[src/rtl/fitness_eval.sv]
// fitness_eval
//   Sweeps every input vector into the evolvable grid and counts how many grid
//   output bits agree with a target truth table. It reports the score,
//   per-output error flags and a running best score.
//
// Ports
//   clk, rst_n    : clock and asynchronous active-low reset
//   start         : begin an evaluation; only looked at in IDLE
//   clear_best    : zero best_fitness; only looked at in IDLE
//   target        : truth table, bit k*NV+v = expected output k for vector v
//   cand_inp      : vector driven into the grid's primary inputs
//   cand_out      : grid outputs, combinational in cand_inp
//   busy          : evaluation in progress (SWEEP or DONE)
//   done          : one-cycle pulse, results below are valid
//   fitness       : matching-bit count of the last evaluation
//   perfect       : fitness equals OUT*NV
//   err_mask      : bit k set if output k ever mismatched
//   best_fitness  : maximum fitness since reset or last clear
//   new_best      : pulses with done when the score beat the previous best
//   state_dbg     : current FSM state (0 IDLE, 1 SWEEP, 2 DONE)
//
// Handshake: start is a level sampled on a rising edge while busy is low; it
// is dropped, not queued, while busy is high. done is a single-cycle pulse and
// needs no acknowledge.
module fitness_eval #(
    parameter int IN  = 4,
    parameter int OUT = 2,
    parameter int FW  = $clog2(OUT * (2 ** IN) + 1)
) (
    input  logic                      clk,
    input  logic                      rst_n,
    input  logic                      start,
    input  logic                      clear_best,
    input  logic [OUT*(2**IN)-1:0]    target,
    output logic [IN-1:0]             cand_inp,
    input  logic [OUT-1:0]            cand_out,
    output logic                      busy,
    output logic                      done,
    output logic [FW-1:0]             fitness,
    output logic                      perfect,
    output logic [OUT-1:0]            err_mask,
    output logic [FW-1:0]             best_fitness,
    output logic                      new_best,
    output logic [1:0]                state_dbg
);

    localparam int NV = 2 ** IN;
    localparam int PW = $clog2(OUT + 1);
    localparam logic [FW-1:0] MAX_SCORE = FW'(OUT * NV);
    localparam logic [IN:0]   LAST_VEC  = (IN + 1)'(NV - 1);

    typedef enum logic [1:0] {
        IDLE  = 2'd0,
        SWEEP = 2'd1,
        DONE  = 2'd2
    } state_t;

    state_t state, state_nxt;

    // One spare bit so NV-1 compares unambiguously.
    logic [IN:0]     vec;
    logic [FW-1:0]   score;
    logic [OUT-1:0]  err_acc;

    logic [NV-1:0]   tgt_row [OUT];
    logic [OUT-1:0]  exp_bits;
    logic [OUT-1:0]  match;
    logic [PW-1:0]   pop;
    logic [FW-1:0]   score_nxt;
    logic [OUT-1:0]  err_nxt;
    logic            last;

    // Regroup the flat target so each output's column is indexed by vector.
    for (genvar k = 0; k < OUT; k++) begin : g_row
        assign tgt_row[k] = target[k*NV +: NV];
    end

    assign last = (vec == LAST_VEC);

    always_comb begin
        exp_bits = '0;
        pop      = '0;
        for (int k = 0; k < OUT; k++) begin
            exp_bits[k] = tgt_row[k][vec[IN-1:0]];
        end
        match = ~(cand_out ^ exp_bits);
        for (int k = 0; k < OUT; k++) begin
            pop = pop + PW'(match[k]);
        end
        score_nxt = score + FW'(pop);
        err_nxt   = err_acc | ~match;
    end

    always_comb begin
        state_nxt = state;
        case (state)
            IDLE:    if (start) state_nxt = SWEEP;
            SWEEP:   if (last)  state_nxt = DONE;
            DONE:    state_nxt = IDLE;
            default: state_nxt = IDLE;
        endcase
    end

    // Results are registered on the edge that enters DONE so they are valid
    // alongside the done pulse.
    always_ff @(posedge clk or negedge rst_n) begin
        if (!rst_n) begin
            state        <= IDLE;
            vec          <= '0;
            score        <= '0;
            err_acc      <= '0;
            fitness      <= '0;
            perfect      <= 1'b0;
            err_mask     <= '0;
            best_fitness <= '0;
            new_best     <= 1'b0;
        end else begin
            state    <= state_nxt;
            new_best <= 1'b0;
            case (state)
                IDLE: begin
                    if (clear_best) best_fitness <= '0;
                    if (start) begin
                        vec     <= '0;
                        score   <= '0;
                        err_acc <= '0;
                    end
                end
                SWEEP: begin
                    score   <= score_nxt;
                    err_acc <= err_nxt;
                    if (last) begin
                        fitness  <= score_nxt;
                        err_mask <= err_nxt;
                        perfect  <= (score_nxt == MAX_SCORE);
                        if (score_nxt > best_fitness) begin
                            best_fitness <= score_nxt;
                            new_best     <= 1'b1;
                        end
                    end else begin
                        vec <= vec + (IN + 1)'(1);
                    end
                end
                default: ;
            endcase
        end
    end

    assign cand_inp  = (state == SWEEP) ? vec[IN-1:0] : '0;
    assign busy      = (state != IDLE);
    assign done      = (state == DONE);
    assign state_dbg = state;

endmodule
[config.mk]
export PLATFORM = sky130hd
export DESIGN_NAME = fitness_eval
export DESIGN_NICKNAME = d
export VERILOG_FILES = /design/src/rtl/fitness_eval.sv
export SDC_FILE = /design/constraint.sdc
export NUM_CORES = 1
export LEC_CHECK = 0
export ABC_CLOCK_PERIOD_IN_PS = 3900
export CAP_MARGIN = 0
export CORE_MARGIN = 4
export CORE_UTILIZATION = 40
export DETAILED_ROUTE_END_ITERATION = 8
export GPL_TIMING_DRIVEN = 0
export HOLD_SLACK_MARGIN = 0.02
export PLACE_DENSITY = 0.84
export RECOVER_POWER = 25
export SLEW_MARGIN = 20
export SYNTH_ARGS = -nofsm -noshare
export SYNTH_HDL_FRONTEND = slang
export SYNTH_SLANG_ARGS = --single-unit
[constraint.sdc]
create_clock -name clk -period 3.9 [get_ports clk]
set_input_delay 0.78 -clock clk [delete_from_list [all_inputs] [get_ports clk]]
set_output_delay 0.78 -clock clk [all_outputs]
set_load 0.01 [all_outputs]
Word-level counts from Yosys, hierarchy flattened
Cells that the tools add are included.

operators by class
  add/subtract/negate cells = 3
  magnitude comparators = 2
  equal/unequal tests = 9
  muxes and demuxes = 22
  bitwise gates (word level) = 4
  reduce and logical (&&, ||, !) cells = 8

operator list
  operator                                                              number
  6-bit two-way mux                                                     4
  6-bit one-hot mux with 2 select lines                                 2
  5-bit two-way mux                                                     2
  2-bit != test, second input constant                                  5
  5-bit one-hot mux with 2 select lines                                 1
  1-bit binary-select mux with 4-bit select                             2
  2-bit one-hot mux with 2 select lines                                 2
  6-bit by 2-bit adder with 6-bit output                                1
  6-bit == test, second input constant                                  1
  6-bit > comparator                                                    1
  2-bit two-way mux                                                     3
  2-bit AND reduction                                                   3
  5-bit by 1-bit adder with 5-bit output, second input constant         1
  5-bit by 4-bit == test with 1-bit output, second input constant       1
  4-bit by 5-bit < comparator with 1-bit output, second input constant  1
  1-bit two-way mux                                                     5
  4-bit two-way mux                                                     1
  2-bit inverter                                                        2
  4-bit AND reduction                                                   1
  2-bit nonzero test                                                    2
  3-bit AND reduction                                                   1
  1-bit by 1-bit adder with 2-bit output                                1
  2-bit by 1-bit == test with 1-bit output, second input constant       1
  2-bit == test, second input constant                                  1
  other kinds (3)                                                       3

word-level totals
  register bits = 31
  output and inout bits = 24

Depth between registers and ports, before layout
Gate-level depths: netlist (run 1).

  depth after elaboration = 10
  gate-level depth with buffers = 19

Worst setup path before layout (run 1)
Ideal clock, no wire load.

  kind = input port to flip-flop
  from = input target[8]
  to = register best_fitness[1]
  setup time = 66 ps
  arrival time = 4243 ps
  data required time = 3834 ps
  path slack = -409 ps
  stages = 17
  cell sequence = mux4_1 -> nor2b_1 -> a21oi_2 -> mux2i_1 -> xnor2_1 -> fa_1 -> ha_1 -> nand3_1 -> xor2_1 -> inv_1 -> ha_1 -> and4_1 -> and3_1 -> a31oi_1 -> and2_1 -> clkbuf_1 -> a22o_1

on the way
  cells in the longest elaborated chain, start to end = 9

ends and longest elaborated chain
  item                                       RTL line  RTL
  from (decl)                                34        input logic [OUT*(2**IN)-1:0] target,
  1-bit binary-select mux with 4-bit select  84        exp_bits[k] = tgt_row[k][vec[IN-1:0]];
  1-bit two-way mux (implied by the code)    84
  2-bit XOR                                  86        match = ~(cand_out ^ exp_bits);
  2-bit inverter                             86
  1-bit by 1-bit adder with 2-bit output     88        pop = pop + PW'(match[k]);
  6-bit by 2-bit adder with 6-bit output     90        score_nxt = score + FW'(pop);
  named net score_nxt[4]                     69        logic [FW-1:0] score_nxt;
  6-bit > comparator                         136       if (score_nxt > best_fitness) begin
  2-bit != test (no source line)             --
  4-bit AND reduction (no source line)       --
  to (signal assigned)                       137       best_fitness <= score_nxt;
  to (decl)                                  42        output logic [FW-1:0] best_fitness,

The timed path passes the listed nets, and every way through them passes these cells. The select of a mux whose other input is x is not followed.
A chain may end at the register's enable or synchronous reset.

Worst setup path after layout (run 1)
  from = input target[28]
  to = register best_fitness[4]

on the way
  cells in the longest elaborated chain, start to end = 9

ends and longest elaborated chain
  item                                                                                           RTL line
  1-bit binary-select mux with 4-bit select *                                                    84
  1-bit two-way mux (implied by the code) *                                                      84
  2-bit XOR *                                                                                    86
  2-bit inverter *                                                                               86
  1-bit by 1-bit adder with 2-bit output *                                                       88
  6-bit by 2-bit adder with 6-bit output *                                                       90
  named net score_nxt[4]                                                                         69
  6-bit > comparator or 6-bit two-way mux (tied branches)                                        136
  2-bit != test (no source line) or 6-bit two-way mux (tied branches)                            --
  4-bit AND reduction (no source line) or 6-bit one-hot mux with 2 select lines (tied branches)  --

The timed path passes the listed nets; every way through them passes the cells marked *. The select of a mux whose other input is x is not followed.

==> results of run 1 <==
critical path, cell delays in order:
cell and delay [ps]:
buf_6 90, mux4_2 460, nor2b_4 150, a211oi_2 260, o21ai_2 150, and2_4 200, fa_2 440, ha_4 210
nand3_4 90, xor2_2 170, inv_2 80, ha_4 260, and4_4 210, and3_4 190, a31oi_4 40, buf_12 150
o21ai_4 190, a22o_1 160
through the flow:
stage / setup TNS (ps) / setup slack, ps
floorplan: -79.4 / -15.9
global route: -1370 / -238
detailed placement: -5130 / -797
global placement: -4890 / -760
finish: -776 / -147
CTS: -187 / -49.9
final cells by class:
class	count	area, um^2
Sequential cell	31	777
Tap cell	67	83.8
Inverter	16	60.1
Buffer	9	71.3
Fill cell	392	1620
Multi-Input combinational cell	149	1290
Timing Repair Buffer	100	827
Clock inverter	1	5.00
Clock buffer	6	82.6
power by group:
part           leakage (nW)  switching [W]  internal, W  total (W)
clock network        0.0470       0.000125     0.000138   0.000263
registers             0.385       0.000100     0.000432   0.000533
logic                 0.991       0.000933      0.00112    0.00205
kinds of logic (layout without fill, tap and decap cells):
| kind of cell | after synthesis | in the layout | synth area share |
|---|---|---|---|
| xor gates and xnor gates | 5 | 5 | 0.0215 |
| and+or+nand+nor | 80 | 80 | 0.205 |
| buffers and inverters | 26 | 132 | 0.0662 |
| DFF | 31 | 31 | 0.380 |
| muxes | 15 | 15 | 0.132 |
| adders and majority gates | 10 | 10 | 0.0650 |
| AOI/OAI and AO/OA | 39 | 39 | 0.129 |
layout by cell type (no fill, tap or decap), types with 4 or more instances in the layout:
cell	count
buf_2	22
dlygate4sd2_1	4
nor2_1	12
clkdlybuf4s15_1	4
inv_1	14
xor2_2	4
clkdlybuf4s50_1	28
clkbuf_1	5
mux4_2	8
buf_6	12
a22o_1	6
buf_4	30
nand2_1	24
ha_1	7
clkbuf_8	7
o21ai_0	14
dfrtp_1	30
nor3_1	6
mux2i_1	5
nand4_1	5
a21oi_1	4
how the worst max path moves through the flow:
| stage | startpoint | to | slack, ps | cells past startpoint |
|---|---|---|---|---|
| final | target[28] | best_fitness[4]$_DFFE_PN0P_ | -150 | 18 |
| after global routing | vec[2]$_DFFE_PN0P_ | best_fitness[4]$_DFFE_PN0P_ | -240 | 18 |
| after CTS | target[28] | best_fitness[4]$_DFFE_PN0P_ | -50 | 18 |
| after detailed placement | target[31] | best_fitness[3]$_DFFE_PN0P_ | -800 | 17 |
| after global placement | target[31] | best_fitness[4]$_DFFE_PN0P_ | -760 | 18 |
| after floorplan | target[31] | best_fitness[1]$_DFFE_PN0P_ | -20 | 17 |
sequential cells by signal, indices dropped and copies added (netlist names):
name / flops
fitness: 6
new_best: 1
perfect: 1
best_fitness: 6
state_dbg: 2
score: 6
err_mask: 2
err_acc: 2
vec: 5
layer usage:
layer / GRT usage / vias up / wire [um]
met1: 0.277 / 1008 / 2700
met3: 0.0497 / 25 / 302
met2: 0.364 / 81 / 3340
li1: - / 938 / -
met5: 0 / - / 0
met4: 0.0790 / 0 / 289
repair_timing:
item	in CTS	in global routing
endpoints found under the setup margin	7	8
pin swaps	16	15
buffers inserted	34	6
resized for setup	107	18
==> run metrics, run 1 <==
clock skew=6.30 ps; IO Count=62; Post-Syn Instances=206; Synth Net Count=254; H-tree depth=2; RSZ-0062 raised after global routing=true; Critical Path RT=4130 ps; period utilization=1.04; critical path arrival=4280 ps; Crit Path Max Fanout=5; Setup crit end kind=flop; Pins Over Slew Limit=32; Final Setup Violations=7; WS Path Type=in2reg; Final Hold Vio Count=0; antenna-violating nets left=0; worst rel slew slack=-0.144; Overflow after GRT=0; FFs w/ async S/R, synth=1.00; leak pwr=1.42 nW; flop2flop setup slack=-140 ps; Synth Cell Area=2040 um^2; Die ar.=6310 um^2; DR vias/cell=5.41; YS warnings=0; Clock Pin Slew Worst Setup and Hold Paths=70 ps; hold_ws=479 ps; Reg2Reg Capture Point=best_fitness[4]$_DFFE_PN0P_; fraction of layout cells with a size suffix above 1=0.381; synth unique cells=48; WL per Instance=17.5 um; Clock Tree Root=clkbuf_8; sequential area share after synthesis=0.380; Clock Latency Late Sink=290 ps; DR pass1 iterations=4; first-pass GRT wire length=10600 um; max_cap viols=1; PnR worst setup slack=-147 ps; status=finished, violations left; Initial Utilization=0.424; Seq cells post-synth=31; top-count cell post-synth=dfrtp_1; Max IR drop VDD=0.517 mV; area post-placement=2790 um^2; placed instance count=334; clock tree buffer depth=2; Tot Pwr=0.00285 W; pwr/cell area=889 nW/um^2; synth cell count leaders=dfrtp_1, nand2_1, inv_1, o21ai_0, nor2_1; routability cong.=0.802; Core Footprint=4820 um^2; hold_sp=vec[4]$_DFFE_PN0P_; DR vias=2052; fin area=3200 um^2; fin cells=379; Die Span Y=79.4 um; post-layout min period=4050 ps; GRT Util Overall=0.219; Worst R2R Path Depth=18; initial antenna violation count=0; largest net degree at the start of global routing=32; FP Rows=25; Post-DP HPWL=4060 um; largest cells by area after synthesis=dfrtp_1, mux4_1, ha_1; hold path cells=2; hold bufs inserted after CTS=0; CP Launch Type=input port; Fmax=247 MHz; Synth top area share=0.380; Most used DFF post-synth=dfrtp_1; Least-Margin Pin Slew=1720 ps; DR iter-0 viols=186; Avg Cell Area, Syn=9.91 um^2; Worst R2R Start=vec[2]$_DFFE_PN0P_; nets@finish=360; number of synthesized flops with an enable pin=0; # DRC=0; CTS tree=built; # diodes=0; CTS Buf Count=5; post-layout util=0.664; Die X=79.4 um; I/O Buffers=61; Hold/Removal Path Class=reg2reg; area leader, netlist=dfrtp_1; P&R area growth vs syn=56.8%; clock sinks=31; number of global-route vias before repair=2102; Post-Route WL=6630 um; failing checks=capacitance limit, slew limit, setup timing; worst hold path endpoint=vec[4]$_DFFE_PN0P_
No activity file was read; power rests on OpenSTA's default activity.
==> run 2: changes to the inputs <==
--- a/config.mk
+++ b/config.mk
@@ -9,6 +9,7 @@
 export CAP_MARGIN = 0
 export CORE_MARGIN = 4
 export CORE_UTILIZATION = 40
+export CTS_CLUSTER_SIZE = 8
 export DETAILED_ROUTE_END_ITERATION = 8
 export GPL_TIMING_DRIVEN = 0
 export HOLD_SLACK_MARGIN = 0.02
==> results of run 2 <==
Final layout, timing and power as in run 1 (identical DEF).
